<file path="config.mk">
export PLATFORM = sky130hd
export DESIGN_NAME = branch_predictor_gshare
export DESIGN_NICKNAME = d
export VERILOG_FILES = /design/src/rtl/branch_predictor_gshare.sv
export SDC_FILE = /design/constraint.sdc
export NUM_CORES = 1
export LEC_CHECK = 0
export BUFFER_PORTS_ARGS = -buffer_cell sky130_fd_sc_hd__buf_2
export CELL_PAD_IN_SITES_DETAIL_PLACEMENT = 0
export CELL_PAD_IN_SITES_GLOBAL_PLACEMENT = 1
export CORE_MARGIN = 10
export CORE_UTILIZATION = 51
export CTS_CLUSTER_SIZE = 10
export DETAILED_ROUTE_END_ITERATION = 8
export HOLD_SLACK_MARGIN = 0.03
export PLACE_DENSITY = 0.89
export SYNTH_ARGS = -nofsm -noshare
export SYNTH_HDL_FRONTEND = slang
export SYNTH_SLANG_ARGS = --single-unit
</file>
<file path="constraint.sdc">
create_clock -name clk -period 7 [get_ports clk]
set_clock_uncertainty 0.15 [all_clocks]
set_input_delay 1.75 -clock clk [delete_from_list [all_inputs] [get_ports clk]]
set_output_delay 1.75 -clock clk [all_outputs]
set_load 0.01 [all_outputs]
</file>
<file path="src/rtl/branch_predictor_gshare.sv">
// -----------------------------------------------------------------------------
// branch_predictor_gshare
//
// Gshare conditional-branch predictor. A table of 2^INDEX_BITS saturating
// counters is indexed by the low PC bits XORed with a global history register
// (GHR). Lookups return the counter MSB one cycle later and speculatively shift
// the predicted direction into the GHR. Resolved branches train the counter
// they were predicted from (the caller returns the history snapshot with the
// branch), and a mispredicted branch rebuilds the GHR from that snapshot plus
// the real outcome.
//
// Strobe semantics: lookup_valid and update_valid are single-cycle strobes
// with no back-pressure. A strobe is consumed at the rising edge where it is
// high and en is high; there is no ready signal because the block accepts
// one lookup and one update every cycle. pred_valid is a one-cycle strobe
// that marks the cycle in which pred_taken/pred_hist belong to the lookup
// accepted at the previous edge; those two outputs hold between strobes.
//
// Ports
//   clk               clock, all state changes on the rising edge
//   arst              asynchronous active-high reset
//   en                global enable; when low nothing changes, pred_valid drops
//   lookup_valid      prediction request strobe
//   lookup_pc         low PC bits of the request
//   pred_valid        registered prediction strobe (latency 1)
//   pred_taken        registered prediction (counter MSB)
//   pred_hist         GHR value that formed the lookup index
//   update_valid      branch resolution strobe
//   update_pc         low PC bits of the resolved branch
//   update_hist       pred_hist that came back with the branch
//   update_taken      resolved direction
//   update_mispredict resolved direction differed from the prediction
// -----------------------------------------------------------------------------
module branch_predictor_gshare #(
    parameter int INDEX_BITS = 5,
    parameter int CTR_BITS   = 2,
    parameter int HIST_BITS  = 5,
    parameter int CTR_INIT   = (1 << (CTR_BITS - 1)) - 1
) (
    input  logic                  clk,
    input  logic                  arst,
    input  logic                  en,
    input  logic                  lookup_valid,
    input  logic [INDEX_BITS-1:0] lookup_pc,
    output logic                  pred_valid,
    output logic                  pred_taken,
    output logic [HIST_BITS-1:0]  pred_hist,
    input  logic                  update_valid,
    input  logic [INDEX_BITS-1:0] update_pc,
    input  logic [HIST_BITS-1:0]  update_hist,
    input  logic                  update_taken,
    input  logic                  update_mispredict
);

    localparam int                ENTRIES = 1 << INDEX_BITS;
    localparam logic [CTR_BITS-1:0] CTR_MAX = '1;
    localparam logic [CTR_BITS-1:0] CTR_RST = CTR_BITS'(CTR_INIT);

    logic [CTR_BITS-1:0]   ctr [ENTRIES];
    logic [HIST_BITS-1:0]  ghr;
    logic [HIST_BITS-1:0]  ghr_spec;
    logic [HIST_BITS-1:0]  ghr_restore;
    logic [HIST_BITS-1:0]  ghr_next;

    logic [INDEX_BITS-1:0] lookup_idx;
    logic [INDEX_BITS-1:0] update_idx;
    logic                  lookup_fire;
    logic                  update_fire;
    logic                  restore_fire;
    logic                  lookup_bit;
    logic [CTR_BITS-1:0]   upd_cur;
    logic [CTR_BITS-1:0]   upd_next;

    // ------------------------------------------------------------------
    // Qualification and indexing
    // ------------------------------------------------------------------
    assign lookup_fire  = en & lookup_valid;
    assign update_fire  = en & update_valid;
    // A mispredict flag without update_valid carries no meaning.
    assign restore_fire = update_fire & update_mispredict;

    // History is narrower than or equal to the index; the cast zero-extends.
    assign lookup_idx = lookup_pc ^ INDEX_BITS'(ghr);
    assign update_idx = update_pc ^ INDEX_BITS'(update_hist);

    // Table read happens before any write at this edge, so a lookup and an
    // update hitting the same entry see the old counter.
    assign lookup_bit = ctr[lookup_idx][CTR_BITS-1];

    // ------------------------------------------------------------------
    // GHR candidates: speculative shift vs. repair from the snapshot
    // ------------------------------------------------------------------
    generate
        if (HIST_BITS == 1) begin : g_hist_one
            assign ghr_spec    = lookup_bit;
            assign ghr_restore = update_taken;
        end else begin : g_hist_wide
            assign ghr_spec    = {ghr[HIST_BITS-2:0], lookup_bit};
            assign ghr_restore = {update_hist[HIST_BITS-2:0], update_taken};
        end
    endgenerate

    // Repair wins over a same-edge speculative shift: the lookup was made on
    // a wrong path, so its shifted bit is dropped.
    always_comb begin
        ghr_next = ghr;
        if (restore_fire) begin
            ghr_next = ghr_restore;
        end else if (lookup_fire) begin
            ghr_next = ghr_spec;
        end
    end

    always_ff @(posedge clk or posedge arst) begin
        if (arst) begin
            ghr <= '0;
        end else begin
            ghr <= ghr_next;
        end
    end

    // ------------------------------------------------------------------
    // Counter training: saturating, never wraps
    // ------------------------------------------------------------------
    always_comb begin
        upd_cur  = ctr[update_idx];
        upd_next = upd_cur;
        if (update_taken) begin
            if (upd_cur != CTR_MAX) begin
                upd_next = upd_cur + CTR_BITS'(1);
            end
        end else begin
            if (upd_cur != '0) begin
                upd_next = upd_cur - CTR_BITS'(1);
            end
        end
    end

    always_ff @(posedge clk or posedge arst) begin
        if (arst) begin
            for (int i = 0; i < ENTRIES; i++) begin
                ctr[i] <= CTR_RST;
            end
        end else if (update_fire) begin
            ctr[update_idx] <= upd_next;
        end
    end

    // ------------------------------------------------------------------
    // Prediction outputs
    // ------------------------------------------------------------------
    always_ff @(posedge clk or posedge arst) begin
        if (arst) begin
            pred_valid <= 1'b0;
            pred_taken <= 1'b0;
            pred_hist  <= '0;
        end else begin
            pred_valid <= lookup_fire;
            if (lookup_fire) begin
                pred_taken <= lookup_bit;
                pred_hist  <= ghr;
            end
        end
    end

endmodule

</file>
==> out/results.txt <==
The run finished with clean final reports. The logs give 0 for the count of instances resized after the clock tree is built and 30.6% for the remaining max-slew budget at the tightest pin. Excluding fillers, the count of instances in the completed layout stands at 536.

Summed over all instances, the cell type with the most area after synthesis is sky130_fd_sc_hd__dfrtp_1. In this run, CTS created clock tree buffers numbering 9. For this design the static power due to leakage is 1.87 nW. Entering global routing, the biggest net connects 77 pins. Using the TritonRoute via totals, the vias-per-cell ratio works out to 5.72. The count of vias placed by the detailed router was 3067.

The quantity of I/O buffers inserted on ports works out to 28. The number of enable flip-flop cells after synthesis is 0, and the number of synthesized register bits is 76. Setup repair after global routing left no endpoint under its margin. The synthesized netlist contains 41 unique library cells. The tree is rooted in a sky130_fd_sc_hd__clkbuf_8. Summed over all layers, the global routing overflow is 0. Walking the worst path, the cells encountered are buf_2 -> xnor2_1 -> nor3_1 -> a2111oi_0 -> o211a_1 -> maj3_2 -> o21ai_1. The maximum fanout along the worst path is 32, and the first-pass detailed-route iteration total is 4. At the end of routability-driven placement, the weighted congestion stood at 0.880. The die is 108 microns wide. The first global-routing pass estimated 16.4 mm of wire.

Data on the critical path arrives at its endpoint at 4680 ps. In this run the post-CTS setup repair buffer count came out at 0. Detailed placement finished with a half-perimeter wire length of 6.93 mm. After synthesis, the share of flip-flops with an asynchronous set or reset is 100%.

On the worst path, the slowest cell contributes a delay of 790 ps. The number of global-route vias before repair is 3102, and the post-layout minimum cycle time is 4620 ps. In the synthesized netlist, the cells that appear most often are sky130_fd_sc_hd__nand2_1, sky130_fd_sc_hd__o21ai_1, sky130_fd_sc_hd__dfrtp_1. The overall power after layout is 1.36 mW.

The detailed router finished its first iteration with 172 violations. The power density over the cells is 306 nW/um^2, and the initial antenna violation count is 0. The initialized floorplan defines 31 standard-cell rows.

The tools report the portion of the post-synthesis area used by sequential elements as 49.4%. For the count of pins on the block boundary, the log shows 29. The H-tree depth was 3; the die area was 11600 sq um. Gate count of the mapped netlist: 397. Yosys instantiated no cell more often than sky130_fd_sc_hd__nand2_1. STA classifies the critical path endpoint as a flip-flop.

TritonCTS built the clock tree. The number of cells traversed by the worst hold path is 2, and the number of max-capacitance violations reported is 0. The tightest hold path in the finished design has a slack of 315 ps. The final net count was 454; the number of antenna repair diodes was 0. The share of the clock period used by the worst path after layout came out at 66.0%. The kind of cell with the highest combined delay along the critical path is compound AO/OA/AOI/OAI gates. Worst min-delay path class: reg2reg.

Total count of hold-check failures in the final report: 0. The clock net in this run drives a total of 76 sinks. The post-route netlist has 24.5% of its cells at a drive strength greater than 1. The post-route setup TNS is 0 ps. The instance count on the critical path is 7. At the pin with the least slew margin, the transition time is 1040 ps.

The run gives 419 as the post-synthesis net count. Setup slack on the worst reg-to-reg path comes out at 4030 ps. The total buffers and inverters traversed by the critical path was 1.

Among all flip-flop cells after synthesis, the most frequent one is sky130_fd_sc_hd__dfrtp_1. For the worst flop-to-flop path, the logic depth is 5. The startpoint-to-endpoint class of the critical path is in2reg. The top cell type by area accounts for 28.0% of the synthesized area. The clock passes through at most 2 buffers. After synthesis the cells add up to 3930 sq um. The remaining antenna violation count after routing was 0; the maximum vdd drop was 0.000136 V. The final standard cell utilization of the core came out at 60.2%.

Yosys attributes the largest share of cell area to sky130_fd_sc_hd__dfrtp_1, sky130_fd_sc_hd__dfstp_2, sky130_fd_sc_hd__nand2_1. The initial standard-cell utilization of the core is 53.4%. The die span in y is 108 microns. The average detailed-routed wire length per instance was 18.3 microns.

The slowest stage of the critical path is the sky130_fd_sc_hd__xnor2_1 cell. The run gives 0 as the count of final setup violators. The clock transition at the registers of the reported paths works out to 80 ps. The signed area change from the synthesized netlist to the final layout is 12.9%, and the highest clock frequency the design can meet is 216 MHz. The core region is 7370 sq um.

The overall routed net length was 9.79 mm. The number of pins exceeding their max-slew limit in the final report was 0; the clock latency of the later-clocked register in the worst-skew pair was 360 ps. After synthesis, the mean cell area works out to 9.91 sq um. The type of element launching the critical path is an input pin. After detailed routing, the number of remaining DRC violations is 0. The total global routing track utilization came out at 18.0%. The yosys synthesis warning count is 0.

The required time of the critical path was 7060 ps. After clock tree synthesis, the flow added hold-fix buffers numbering 0. Once placement completed, the tool counted placed cells totaling 520.
layer usage:
layer / vias to the layer above / GRT usage [%] / share of wire (%)
li1: 1493 / - / -
met1: 1437 / 23.1 / 42
met2: 112 / 27.2 / 46
met3: 25 / 4.73 / 8.7
met4: 0 / 9.73 / 3.4
met5: - / 0 / 0
layout make-up:
| cell class | instances | area [sq um] |
|---|---|---|
| Timing Repair Buffer | 37 | 208 |
| Sequential cell | 76 | 1940 |
| Clock buffer | 11 | 141 |
| Multi-Input combinational cell | 305 | 1910 |
| Clock inverter | 5 | 100 |
| Fill cell | 661 | 2930 |
| Tap cell | 99 | 124 |
| Inverter | 3 | 11.3 |
registers in the layout, summed over array words and instances (netlist names):
| name | cells |
|---|---|
| pred_taken | 1 |
| ghr | 5 |
| ctr | 64 |
| pred_hist | 5 |
| pred_valid | 1 |
path summary, 6_finish.rpt:
path / startpoint / endpoint
setup reg to reg: ghr[1] / ghr[0]
min in group asynchronous: arst / pred_hist[0]
hold reg to reg: ctr[54] / ctr[54]
setup / recovery: update_pc[2] / ctr[47]
hold / removal: ctr[54] / ctr[54]
max in group asynchronous: arst / pred_hist[3]
metrics by stage:
stage                     instance area [sq um]  setup WS [ps]
after CTS                                  4440           2400
final                                      4440           2380
after floorplan                            3930           3010
after global placement                     4200           2020
after detailed placement                   4200           2030
after global routing                       4440           2170
placed cells by master, fill, tap and decap left out, types with 5 or more instances in the layout:
cell type,instances
sky130_fd_sc_hd__nand2_1,128
sky130_fd_sc_hd__o21ai_1,62
sky130_fd_sc_hd__dfrtp_1,44
sky130_fd_sc_hd__dfstp_2,32
sky130_fd_sc_hd__buf_2,28
sky130_fd_sc_hd__nor3_1,11
sky130_fd_sc_hd__clkbuf_8,10
sky130_fd_sc_hd__mux4_2,9
sky130_fd_sc_hd__mux2i_1,9
sky130_fd_sc_hd__buf_4,9
sky130_fd_sc_hd__xor2_1,8
sky130_fd_sc_hd__a21oi_1,8
sky130_fd_sc_hd__nand3_1,7
sky130_fd_sc_hd__o21ai_0,7
sky130_fd_sc_hd__and3_1,6
sky130_fd_sc_hd__mux4_1,5
kinds of logic after synthesis:
kind of cell,share of synthesized area (%)
simple gates,17.8
compound gates,13.6
flops,49.4
mux,12.5
buf+inv,1.97
xor+xnor,4.20
fa+ha+maj,0.573
worst register-to-register path, stage by stage, from the launching register on:
cell and delay (ps):
sky130_fd_sc_hd__dfrtp_1 410, sky130_fd_sc_hd__xor2_1 830, sky130_fd_sc_hd__mux4_2 630, sky130_fd_sc_hd__mux4_2 470, sky130_fd_sc_hd__o21ai_0 250, sky130_fd_sc_hd__a22oi_1 100
power by group:
part | switching [mW] | internal [mW]
combinational | 0.184 | 0.137
sequential | 0.0657 | 0.566
clock | 0.161 | 0.246
total | 0.411 | 0.948
(Power assumes the default switching activity.)
